**src/rtl/mem_wb_stage_if.sv**
```systemverilog
// MEM -> WB stage bus: memory-stage results in, writeback bus out.
// Optional WB_INSTRET_EN adds the 64-bit retired-instruction count.
interface mem_wb_stage_if #(
  parameter int unsigned DATA_WIDTH = 32,
  parameter int unsigned ADDR_WIDTH = 5
);
  logic                  M_Stall;
  logic                  M_Flush;
  logic                  M_Valid;
  logic [ADDR_WIDTH-1:0] M_Rd;
  logic                  M_RegWrite;
  logic [1:0]            M_ResultSrc;
  logic [2:0]            M_Funct3;
  logic [DATA_WIDTH-1:0] M_ALUResult;
  logic [DATA_WIDTH-1:0] M_ReadData;
  logic [DATA_WIDTH-1:0] M_PCPlus4;

  logic                  W_Valid;
  logic [ADDR_WIDTH-1:0] W_Rd;
  logic                  W_RegWrite;
  logic [DATA_WIDTH-1:0] W_Result;
`ifdef WB_INSTRET_EN
  logic [63:0]           W_Instret;
`endif

  // Driver of the MEM side (pipeline / testbench).
  modport master (
    output M_Stall, M_Flush, M_Valid, M_Rd, M_RegWrite, M_ResultSrc, M_Funct3,
    output M_ALUResult, M_ReadData, M_PCPlus4,
`ifdef WB_INSTRET_EN
    input  W_Instret,
`endif
    input  W_Valid, W_Rd, W_RegWrite, W_Result
  );

  // The MEM/WB stage itself.
  modport slave (
    input  M_Stall, M_Flush, M_Valid, M_Rd, M_RegWrite, M_ResultSrc, M_Funct3,
    input  M_ALUResult, M_ReadData, M_PCPlus4,
`ifdef WB_INSTRET_EN
    output W_Instret,
`endif
    output W_Valid, W_Rd, W_RegWrite, W_Result
  );
endinterface

```
**src/rtl/mem_wb_stage.sv**
```systemverilog
// MEM/WB pipeline register plus writeback result logic (load extract/extend, result mux).
// Optional feature macro: WB_INSTRET_EN adds a 64-bit retired-instruction counter.
module mem_wb_stage #(
  parameter int unsigned DATA_WIDTH = 32,
  parameter int unsigned ADDR_WIDTH = 5
) (
  input logic            clk,
  input logic            reset,
  mem_wb_stage_if.slave  bus
);

  logic                  valid_q;
  logic [ADDR_WIDTH-1:0] rd_q;
  logic                  reg_write_q;
  logic [1:0]            result_src_q;
  logic [2:0]            funct3_q;
  logic [DATA_WIDTH-1:0] alu_q;
  logic [DATA_WIDTH-1:0] rdata_q;
  logic [DATA_WIDTH-1:0] pc4_q;

  // Stage register: flush beats stall, stall holds, otherwise capture.
  always_ff @(posedge clk or posedge reset) begin
    if (reset) begin
      valid_q      <= 1'b0;
      rd_q         <= '0;
      reg_write_q  <= 1'b0;
      result_src_q <= 2'b00;
      funct3_q     <= 3'b000;
      alu_q        <= '0;
      rdata_q      <= '0;
      pc4_q        <= '0;
    end else if (bus.M_Flush) begin
      valid_q      <= 1'b0;
      rd_q         <= '0;
      reg_write_q  <= 1'b0;
      result_src_q <= 2'b00;
      funct3_q     <= 3'b000;
      alu_q        <= '0;
      rdata_q      <= '0;
      pc4_q        <= '0;
    end else if (!bus.M_Stall) begin
      valid_q      <= bus.M_Valid;
      rd_q         <= bus.M_Rd;
      reg_write_q  <= bus.M_RegWrite;
      result_src_q <= bus.M_ResultSrc;
      funct3_q     <= bus.M_Funct3;
      alu_q        <= bus.M_ALUResult;
      rdata_q      <= bus.M_ReadData;
      pc4_q        <= bus.M_PCPlus4;
    end
  end

  logic [7:0]            load_byte;
  logic [15:0]           load_half;
  logic [DATA_WIDTH-1:0] load_ext;
  logic [DATA_WIDTH-1:0] result;

  // Load lane select and extension, then the final result mux.
  always_comb begin
    load_byte = 8'h00;
    load_half = 16'h0000;
    load_ext  = rdata_q;
    result    = alu_q;

    unique case (alu_q[1:0])
      2'd0: load_byte = rdata_q[7:0];
      2'd1: load_byte = rdata_q[15:8];
      2'd2: load_byte = rdata_q[23:16];
      2'd3: load_byte = rdata_q[31:24];
    endcase
    // Halfword lane picks on off[1] only; misaligned off[0] is ignored.
    load_half = alu_q[1] ? rdata_q[31:16] : rdata_q[15:0];

    case (funct3_q)
      3'b000:  load_ext = {{(DATA_WIDTH-8){load_byte[7]}}, load_byte};
      3'b100:  load_ext = {{(DATA_WIDTH-8){1'b0}}, load_byte};
      3'b001:  load_ext = {{(DATA_WIDTH-16){load_half[15]}}, load_half};
      3'b101:  load_ext = {{(DATA_WIDTH-16){1'b0}}, load_half};
      default: load_ext = rdata_q;
    endcase

    unique case (result_src_q)
      2'b01:   result = load_ext;
      2'b10:   result = pc4_q;
      default: result = alu_q;
    endcase
  end

  assign bus.W_Valid    = valid_q;
  assign bus.W_Rd       = rd_q;
  assign bus.W_RegWrite = reg_write_q & valid_q & (rd_q != '0);
  assign bus.W_Result   = result;

`ifdef WB_INSTRET_EN
  logic [63:0] instret_q;

  // Count when a valid instruction leaves WB; a flush also moves it out even under stall.
  always_ff @(posedge clk or posedge reset) begin
    if (reset) begin
      instret_q <= 64'd0;
    end else if (valid_q && (bus.M_Flush || !bus.M_Stall)) begin
      instret_q <= instret_q + 64'd1;
    end
  end

  assign bus.W_Instret = instret_q;
`endif

endmodule

```
**src/flat_wrapper.sv**
```systemverilog
// flat-port wrapper written by rule: the top's interface ports become plain ports
module mem_wb_stage_flat 
#(
  parameter int unsigned DATA_WIDTH = 32,
  parameter int unsigned ADDR_WIDTH = 5
)
  (clk, reset, bus_M_Stall, bus_M_Flush, bus_M_Valid, bus_M_Rd, bus_M_RegWrite, bus_M_ResultSrc, bus_M_Funct3, bus_M_ALUResult, bus_M_ReadData, bus_M_PCPlus4, bus_W_Valid, bus_W_Rd, bus_W_RegWrite, bus_W_Result);
  mem_wb_stage_if #(.DATA_WIDTH(DATA_WIDTH), .ADDR_WIDTH(ADDR_WIDTH)) bus_i ();
  input logic clk;
  input logic reset;
  input wire logic [$bits(bus_i.M_Stall)-1:0] bus_M_Stall;
  input wire logic [$bits(bus_i.M_Flush)-1:0] bus_M_Flush;
  input wire logic [$bits(bus_i.M_Valid)-1:0] bus_M_Valid;
  input wire logic [$bits(bus_i.M_Rd)-1:0] bus_M_Rd;
  input wire logic [$bits(bus_i.M_RegWrite)-1:0] bus_M_RegWrite;
  input wire logic [$bits(bus_i.M_ResultSrc)-1:0] bus_M_ResultSrc;
  input wire logic [$bits(bus_i.M_Funct3)-1:0] bus_M_Funct3;
  input wire logic [$bits(bus_i.M_ALUResult)-1:0] bus_M_ALUResult;
  input wire logic [$bits(bus_i.M_ReadData)-1:0] bus_M_ReadData;
  input wire logic [$bits(bus_i.M_PCPlus4)-1:0] bus_M_PCPlus4;
  output wire logic [$bits(bus_i.W_Valid)-1:0] bus_W_Valid;
  output wire logic [$bits(bus_i.W_Rd)-1:0] bus_W_Rd;
  output wire logic [$bits(bus_i.W_RegWrite)-1:0] bus_W_RegWrite;
  output wire logic [$bits(bus_i.W_Result)-1:0] bus_W_Result;
  assign bus_i.M_Stall = bus_M_Stall;
  assign bus_i.M_Flush = bus_M_Flush;
  assign bus_i.M_Valid = bus_M_Valid;
  assign bus_i.M_Rd = bus_M_Rd;
  assign bus_i.M_RegWrite = bus_M_RegWrite;
  assign bus_i.M_ResultSrc = bus_M_ResultSrc;
  assign bus_i.M_Funct3 = bus_M_Funct3;
  assign bus_i.M_ALUResult = bus_M_ALUResult;
  assign bus_i.M_ReadData = bus_M_ReadData;
  assign bus_i.M_PCPlus4 = bus_M_PCPlus4;
  assign bus_W_Valid = bus_i.W_Valid;
  assign bus_W_Rd = bus_i.W_Rd;
  assign bus_W_RegWrite = bus_i.W_RegWrite;
  assign bus_W_Result = bus_i.W_Result;
  mem_wb_stage #(.DATA_WIDTH(DATA_WIDTH), .ADDR_WIDTH(ADDR_WIDTH)) u_core (.clk(clk), .reset(reset), .bus(bus_i));
endmodule
```
**config.mk**
```make
export PLATFORM = sky130hd
export DESIGN_NAME = mem_wb_stage_flat
export DESIGN_NICKNAME = d
export VERILOG_FILES = /design/src/rtl/mem_wb_stage_if.sv /design/src/rtl/mem_wb_stage.sv /design/src/flat_wrapper.sv
export SDC_FILE = /design/constraint.sdc
export NUM_CORES = 1
export LEC_CHECK = 0
export BUFFER_PORTS_ARGS = -buffer_cell sky130_fd_sc_hd__buf_2
export CAP_MARGIN = 20
export CORE_ASPECT_RATIO = 0.75
export CORE_MARGIN = 4
export CORE_UTILIZATION = 48
export DETAILED_ROUTE_END_ITERATION = 6
export PLACE_DENSITY = 0.79
export SETUP_SLACK_MARGIN = 0.4
export SYNTH_ARGS = -nofsm -noshare
export SYNTH_HDL_FRONTEND = slang
export SYNTH_SLANG_ARGS = --single-unit
```
**constraint.sdc**
```tcl
create_clock -name clk -period 3.2 [get_ports clk]
set_input_delay 0.32 -clock clk [delete_from_list [all_inputs] [get_ports clk]]
set_output_delay 0.32 -clock clk [all_outputs]
set_load 0.05 [all_outputs]
```
**Yosys cells after proc, flatten, opt, wreduce, memory -nomap -nowiden**

Cells that the tools add are included.

- Bits in writable memories: 0
- ROM bits: 0
- Input bits: 112
- Latch bits: 0
- Memories kept: 0
- Word-level logic and storage cells: 42
- Flip-flop bits (word level): 108

- Order comparisons: 0
- Eq/ne operators: 9
- Reductions and logical operators: 3
- $add $sub $neg: 0
- $mul: 0
- Shift-type cells: 0
- Divide/modulo/power cells: 0
- Mux-type cells: 20
- Bitwise operators: 2

Operator list:

| operator | number |
|---|---|
| 32-bit 2-to-1 mux | 6 |
| 32-bit one-hot mux with 4 select lines | 1 |
| 32-bit one-hot mux with 2 select lines | 1 |
| 8-bit one-hot mux with 4 select lines | 1 |
| 16-bit 2-to-1 mux | 1 |
| 5-bit 2-to-1 mux | 2 |
| 2-bit == test, second input constant | 3 |
| 3-bit == test, second input constant | 2 |
| 3-bit 2-to-1 mux | 2 |
| 5-bit nonzero test | 1 |
| 2-bit by 1-bit == test with 1-bit output, second input constant | 2 |
| 1-bit 2-to-1 mux | 4 |
| 2-bit 2-to-1 mux | 2 |
| 3-bit by 1-bit == test with 1-bit output, second input constant | 1 |
| 3-bit logical NOT | 1 |
| 1-bit bitwise AND | 2 |
| 2-bit logical NOT | 1 |
| 2-bit by 1-bit != test with 1-bit output, second input constant | 1 |

**Logic depth before layout (Yosys ltp)**

Gate-level depths: netlist of the first run.

- Depth in word-level cells: 4
- Depth in mapped cells: 8
- Mapped depth without buffers: 6

**Worst setup path after synthesis of the first run**

OpenSTA, ideal clock, no wires.

- Path kind: register to output
- Start point: reg u_core.alu_q[0]
- End point: out bus_W_Result[7]
- Required time: 2.880 ns
- Cell stages (with the launch flop): 6
- Path buffers: 1
- Path slack: 0.713 ns
- Arrival: 2.167 ns
- Cell sequence: dfrtp_1 > nor2b_1 > buf_6 > mux2i_1 > a21oi_1 > nor3_1

- Word-level cells in the longest chain between the ends: 4
- Elaborated cells on any way between the ends: 7
- Classes of those cells: 3 x eq/ne; 3 x mux; 1 x reduce/logical

RTL lines:

| what | RTL line | source |
|---|---|---|
| from (decl) | mem_wb_stage.sv:17 | `logic [DATA_WIDTH-1:0] alu_q;` |
| from (signal assigned) | mem_wb_stage.sv:47 | `alu_q <= bus.M_ALUResult;` |
| 2-bit == test (tied with other cells) | mem_wb_stage.sv:65 | `unique case (alu_q[1:0])` |
| 8-bit one-hot mux with 4 select lines * | mem_wb_stage.sv:65 |  |
| 32-bit one-hot mux with 4 select lines * | mem_wb_stage.sv:74 | `case (funct3_q)` |
| 32-bit one-hot mux with 2 select lines * | mem_wb_stage.sv:82 | `unique case (result_src_q)` |
| to (decl) | flat_wrapper.sv:24 | `output wire logic [$bits(bus_i.W_Result)-1:0] bus_W_Result;` |

Every way passes the cells marked *; elsewhere a longest branch is shown, timed or not.

**Worst setup path in the final report of the first run**

- Start point: reg u_core.result_src_q[0]
- End point: out bus_W_Result[11]

- Word-level cells in the longest chain between the ends: 2
- Elaborated cells on any way between the ends: 3
- Classes of those cells: 2 x eq/ne; 1 x mux

RTL lines:

| what | RTL line | source |
|---|---|---|
| from (decl) | mem_wb_stage.sv:15 | `logic [1:0] result_src_q;` |
| from (signal assigned) | mem_wb_stage.sv:45 | `result_src_q <= bus.M_ResultSrc;` |
| 2-bit == test / 2-bit by 1-bit == test with 1-bit output (equally long branches) | mem_wb_stage.sv:82 |  |
| 32-bit one-hot mux with 2 select lines * | mem_wb_stage.sv:82 |  |

Marked as above.

==> qor.yml, run 1 <==
critical_path:
  crit_buf_inv: 3
  worst_setup_path_start_kind: "register"
  cp.arrival_ns: 2.39
  critPathTopFamily: "simple AND/OR/NAND/NOR gates"
  cp_slowest_cell: "dfrtp_1"
  path_cells: "inv_1 > ha_2 > nor2b_1 > buf_4 > nor4b_2 > nor3_4 > o21ai_1 > buf_2"
  crit_required_ns: 2.88
  path_class: "reg2out"
  worst_setup_path_end_kind: "output port"
  max_stage_delay_ns: 0.41
  cp_max_fo: 11
status:
  status: "finished clean"
global_route:
  grt_max_degree: 109
  antenna_found_initial: 3
  grt_pass1_wl_mm: 24.1
  grt_use_total: 0.237
  overflow: 0
  grt_pass1_vias: 4455
sta:
  slew_violations: 0
  tightest_slew_ns: 1.12
  min_period_ns: 2.71
  finalHoldViolCount: 0
  finClkSkew_ns: 0
  finalCritPeriodShare: 0.847
  tns_ns: 0
  setup_violations: 0
  fmaxAchievable_mhz: 369
  slew_headroom: 0.251
  rsz0062_at_grt: "yes"
placement:
  placed_area_um2: 6260
  hpwl_mm: 11.1
  port_buffers: 150
  gp_congestion: 0.928
final_layout:
  final_cell_area_um2: 6610
  fillCellCount: 966
  synthToLayoutAreaGrowth_pct: 21.3
  num_antenna_cells: 0
  nNetsFinal: 764
  drive_gt1_frac: 0.285
  layout_commonest_cell: "buf_2"
  final_cell_mix: "buf_2 (147), mux2i_1 (118), nor2_1 (112)"
clock_tree:
  tritoncts: "done"
  root_buffer: "clkbuf_16"
  path_clk_slew_ns: 0.07
  postCtsSetupBuffers: 0
  cts.sinks: 108
  cts_buffer_depth: 2
  clock_latency_ns: 0.34
  cts_made_buffers: 9
  htree_levels: 3
yosys:
  synth_seq_area_share: 0.496
  syn_inst: 523
  syn_area_per_cell_um2: 10.4
  ys_warn_count: 0
  synth_fp_nets: 637
  synth_seq_cells: 108
  synth_cell_types: 44
  synth.cell_area_um2: 5450
floorplan:
  dieArea_um2: 13100
  fp-row-count: 33
  core_area_um2: 11000
  io_pins: 151
  die_h_um: 100
  start_util: 0.495
  die_w_um: 131
route:
  drt_iter0_drc: 550
  viasPerCell: 5.84
  detail-route-antenna-nets: 0
  drc: 0
  avgRoutedWirePerCell_um: 19.9
  wl_mm: 15.8
  vias: 4645
  dr.pass1.iters: 6
power:
  peakVddDrop_mv: 0.339
  leakagePower_nw: 3.48
  power_density_nw_per_um2: 496
hold_path:
  hp-class: "in2async"
flow_run:
  cap_violations: 0
==> sequential cells by signal, summed over array words and instances, names as in the netlist <==
name	count
u_core.bus.W_Rd	5
u_core.result_src_q	2
u_core.funct3_q	3
u_core.alu_q	32
u_core.reg_write_q	1
u_core.rdata_q	32
u_core.pc4_q	32
u_core.bus.W_Valid	1
==> cell type report <==
type,instances,area [um2],share of cell area
clock buffers,10,229,0.0346
clock inverters,6,71.3,0.0108
inverters,7,32.5,0.00492
multi-input cells,366,2520,0.382
flip-flops and latches,108,2700,0.409
well taps,140,175,0.0265
repair buffers,158,877,0.133
==> power by group <==
part / switching [mW] / total [mW] / internal [mW]
logic: 0.406 / 0.644 / 0.238
clock network: 0.508 / 1.12 / 0.614
registers: 0.0764 / 1.52 / 1.44
total: 0.990 / 3.28 / 2.29
==> final timing paths <==
check	slack, ns	startpoint	to	cells past startpoint
setup / recovery	0.49	u_core.result_src_q[0]$_DFFE_PP0P_	bus_W_Result[11]	8
hold / removal	0.13	reset	u_core.alu_q[21]$_DFFE_PP0P_	3
setup reg to reg	2.21	u_core.funct3_q[1]$_DFFE_PP0P_	u_core.funct3_q[1]$_DFFE_PP0P_	2
hold reg to reg	0.53	u_core.pc4_q[17]$_DFFE_PP0P_	u_core.pc4_q[17]$_DFFE_PP0P_	2
max in group asynchronous	2.61	reset	u_core.alu_q[1]$_DFFE_PP0P_	3
min in group clk	0.21	bus_M_PCPlus4[9]	u_core.pc4_q[9]$_DFFE_PP0P_	3
==> cell families (layout without fill, tap and decap cells) <==
logic type | count (synthesis) | in the layout | share of synthesized area
adders and majority gates | 2 | 2 | 0.00459
muxes | 118 | 118 | 0.217
buffers and inverters | 49 | 181 | 0.0434
and+or+nand+nor | 165 | 165 | 0.129
DFF | 108 | 108 | 0.496
AOI/OAI and AO/OA | 81 | 81 | 0.111
==> per-stage QoR <==
stage	worst slack [ns]	hold WS (ns)	total power [mW]	cells	utilization
after CTS	0.435	0.156	3.28	794	0.596
after floorplan	0.713	0.473	1.96	523	-
final	0.489	0.126	3.28	795	0.600
after detailed placement	0.671	0.511	2.16	778	0.568
after global placement	0.840	0.505	2.15	778	0.568
after global routing	0.357	0.167	3.41	795	0.600
==> metal layers <==
metal / vias up / global-route usage / part of all wire
met3: 26 / 0.0702 / 0.099
met4: 6 / 0.0656 / 0.014
met1: 2263 / 0.338 / 0.44
met5: - / 0 / 0.0022
met2: 241 / 0.352 / 0.45
li1: 2109 / - / -
==> timing repair <==
action / CTS / global route
pin swaps: 0 / 1
gates cloned: 0 / 1
endpoints found under the hold margin: 0 / 0
hold buffers: 0 / 0
endpoints found under the setup margin: 16 / 19
resized for setup: 2 / 8
==> worst reg2reg max path: cells and delay by family, from the launching register on <==
kind	cells	cell delay [ns]
simple gates	1	0.05
mux	1	0.22
flops	1	0.57
==> synthesized netlist by cell type, drive strengths merged <==
master / n / area (um2)
o221ai: 3 / 32.5
clkbuf: 18 / 67.6
a222oi: 15 / 150
inv: 6 / 25.0
a221o: 1 / 10.0
nand3: 2 / 15.0
a2bb2oi: 1 / 8.76
mux2i: 118 / 1180
a211o: 1 / 8.76
buf: 24 / 140
ha: 2 / 25.0
a21boi: 1 / 7.51
nor2: 112 / 420
nor3: 3 / 26.3
a221oi: 1 / 8.76
nor2b: 5 / 31.3
a21oi: 11 / 58.8
a211oi: 1 / 7.51
clkinv: 1 / 3.75
and2: 1 / 6.26
o311a: 1 / 10.0
nand2b: 3 / 18.8
o21ai: 18 / 90.1
or3: 6 / 37.5
a22oi: 11 / 87.6
dfrtp: 108 / 2700
o22ai: 8 / 50.1
o2111a: 1 / 11.3
nor4: 1 / 6.26
nor3b: 2 / 20.0
o2111ai: 1 / 8.76
nor4b: 1 / 15.0
nand2: 29 / 109
o22a: 6 / 52.6
No activity file was read; power rests on OpenSTA's default activity.
==> inputs of run 2 (changes only) <==
--- a/config.mk
+++ b/config.mk
@@ -9,9 +9,9 @@
 export CAP_MARGIN = 20
 export CORE_ASPECT_RATIO = 0.75
 export CORE_MARGIN = 4
-export CORE_UTILIZATION = 48
+export CORE_UTILIZATION = 53
 export DETAILED_ROUTE_END_ITERATION = 6
-export PLACE_DENSITY = 0.79
+export PLACE_DENSITY = 0.83
 export SETUP_SLACK_MARGIN = 0.4
 export SYNTH_ARGS = -nofsm -noshare
 export SYNTH_HDL_FRONTEND = slang
==> constraint.sdc (replaced) <==
create_clock -name clk -period 2.5 [get_ports clk]
set_input_delay 0.25 -clock clk [delete_from_list [all_inputs] [get_ports clk]]
set_output_delay 0.25 -clock clk [all_outputs]
set_load 0.05 [all_outputs]
==> run 2 against run 1 <==
Register-to-register slack got worse by 0.71 ns. Non-clock buffer count is 36 higher. Die area down 8.8%. Worst hold slack worse by 0.075 ns. Clock skew stayed put. Via count rose by 9.0%. Combinational power increased by 66%. Core utilization increased by 16 points. Global-route usage increased by 4.2 points. Power grew 38%. Sequential share of layout area down 4.9 points. Critical path depth increased by 1. Critical path type unchanged. Critical endpoint unchanged.
==> qor.yml, run 2 (synthesized netlist as in run 1, its figures left out) <==
clock_tree:
  cts.sinks: 108  # unchanged
  path_clk_slew_ns: 0.07  # about the same
  cts_buffer_depth: 2  # unchanged
  cts_made_buffers: 9  # unchanged
  root_buffer: "clkbuf_16"
  htree_levels: 3  # unchanged
  postCtsHoldBufs: 0  # unchanged
  tritoncts: "done"
  clock_latency_ns: 0.35  # about the same
route:
  detail-route-antenna-nets: 0  # unchanged
  drc: 0  # unchanged
  vias: 5061  # +9.0%
  wl_mm: 18.5  # +17%
  avgRoutedWirePerCell_um: 22.5  # +13%
  drt_iter0_drc: 620  # +13%
  viasPerCell: 6.16  # +5.4%
  dr.pass1.iters: 6  # unchanged
critical_path:
  path_cells: "buf_4 > ha_4 > nor2b_4 > buf_6 > nor4b_4 > nor3_4 > buf_6 > o21ai_4 > buf_6"
  r2r_slack_ns: 1.50  # -0.71 ns
  path_class: "reg2out"
  crit_required_ns: 2.25  # -0.63 ns
  cpMostUsedCell: "buf_6"
  worstReg2RegEnd: "u_core.alu_q[1]$_DFFE_PP0P_"
  cp.arrival_ns: 2.22  # -0.17 ns
  worst_setup_path_end_kind: "output port"
  worst_setup_path_start_kind: "register"
  cp_max_fo: 5  # -6
  cp_slowest_cell: "dfrtp_1"
  max_stage_delay_ns: 0.41  # about the same
  timing.rr.start: "u_core.alu_q[1]$_DFFE_PP0P_"
  rr_worst_depth: 3  # +1
final_layout:
  layout_commonest_cell: "buf_2"
  final_cell_mix: "buf_2 (116), mux2i_1 (114), nor2_1 (111)"
  nNetsFinal: 801  # +4.8%
  top_regs: "u_core.alu_q (32), u_core.pc4_q (32), u_core.rdata_q (32)"
  fillCellCount: 609  # -37%
  final_cell_area_um2: 7520  # +14%
  num_antenna_cells: 0  # unchanged
  drive_gt1_frac: 0.401  # +0.116
  synthToLayoutAreaGrowth_pct: 37.9
sta:
  tns_ns: 0  # unchanged
  finClkSkew_ns: 0  # unchanged
  fmaxAchievable_mhz: 406
  slew_headroom: 0.602  # +0.350
  finalCritPeriodShare: 0.986
  slew_violations: 0  # unchanged
  tightest_slew_ns: 0.597  # -0.526 ns
  rsz0062_at_grt: "yes"
  finalHoldViolCount: 0  # unchanged
  min_period_ns: 2.47
  setup_violations: 0  # unchanged
floorplan:
  dieArea_um2: 12000  # -8.8%
  io_pins: 151  # unchanged
  core_area_um2: 9850  # -11%
  fp-row-count: 31  # -6.1%
  start_util: 0.554  # +0.0589
  die_w_um: 125  # -4.5%
  die_h_um: 95.9  # -4.5%
global_route:
  grt_pass1_vias: 4823  # +8.3%
  grt_use_total: 0.278  # +0.0418
  overflow: 0  # unchanged
  grt_pass1_wl_mm: 26.0  # +8.0%
  grt_max_degree: 109  # unchanged
  antenna_found_initial: 0  # -3
status:
  status: "finished clean"
placement:
  hpwl_mm: 10.7  # -3.8%
  placed_area_um2: 6340  # +1.2%
  gp_congestion: 0.848  # -8.6%
  port_buffers: 150  # unchanged
power:
  power_density_nw_per_um2: 604  # +22%
  total_power_mw: 4.54  # +38%
  leakagePower_nw: 3.77  # +8.2%
  peakVddDrop_mv: 0.589  # +74%
flow_run:
  cap_violations: 0  # unchanged
hold_path:
  hp-class: "in2async"
==> run 2: cell count changes in the layout (fill, tap and decap cells not counted), moves of 5 or more <==
cell     delta
buf_2      -31
buf_6      +39
a21oi_1     -5
nand2_1    -11
buf_4      +25
o21ai_2     +6
o21ai_4     +8
nand2_2    +11
o21ai_1    -12
==> run 2: per-layer routing <==
layer	track usage	vias up	wire length [um]
met5	0.0168	-	0
met4	0.0957	0	526
met3	0.0799	53	2110
met2	0.441	364	8500
met1	0.371	2458	7370
li1	-	2186	-
==> run 2: worst max-delay path by stage <==
stage	cells past startpoint	endpoint	slack, ns	startpoint
5_1_grt	9	bus_W_Result[11]	-0.03	u_core.result_src_q[0]$_DFFE_PP0P_
6_report	9	bus_W_Result[11]	0.03	u_core.result_src_q[0]$_DFFE_PP0P_
4_1_cts	9	bus_W_Result[14]	0.17	u_core.result_src_q[0]$_DFFE_PP0P_
3_5_place_dp	7	bus_W_Result[18]	0.11	u_core.result_src_q[0]$_DFFE_PP0P_
3_3_place_gp	7	bus_W_Result[16]	0.16	u_core.result_src_q[0]$_DFFE_PP0P_
2_1_floorplan	7	bus_W_Result[10]	0.12	u_core.result_src_q[0]$_DFFE_PP0P_
==> run 2: final cells by class <==
type	instances	area, um2	share of cell area
clock inverter	4	75.1	0.00998
timing repair buffer	194	1430	0.190
inverter	7	36.3	0.00483
clock buffer	10	239	0.0318
tap	132	165	0.0220
sequential	108	2710	0.360
multi-input combinational	367	2870	0.382
==> run 2: what timing repair did <==
| item | CTS | global route |
|---|---|---|
| pin swaps | 13 | 27 |
| setup endpoints to repair | 32 | 32 |
| buffers inserted | 19 | 7 |
| gates cloned | 1 | 4 |
| resized for setup | 94 | 65 |
==> run 2: worst max-delay path: cells and delay by family, from the launching register on <==
family | cells | cell delay, ns
adders and majority gates | 1 | 0.16
AOI/OAI and AO/OA | 1 | 0.14
and+or+nand+nor | 3 | 0.53
DFF | 1 | 0.41
buffers and inverters | 4 | 0.63
==> run 2: through the flow <==
step,hold slack (ns),util,worst slack (ns),std cells
after floorplan,0.403,-,0.119,523
after global placement,0.456,0.644,0.158,777
after detailed placement,0.471,0.644,0.108,777
after CTS,0.0991,0.724,0.174,811
after global routing,0.125,0.763,-0.0299,822
final,0.0502,0.763,0.0344,822
==> run 2: power by group <==
group	internal, mW	leakage, nW	switching [mW]	total (mW)
clock network	0.894	0.147	0.631	1.52
logic	0.444	2.19	0.624	1.07
registers	1.85	1.43	0.0997	1.95
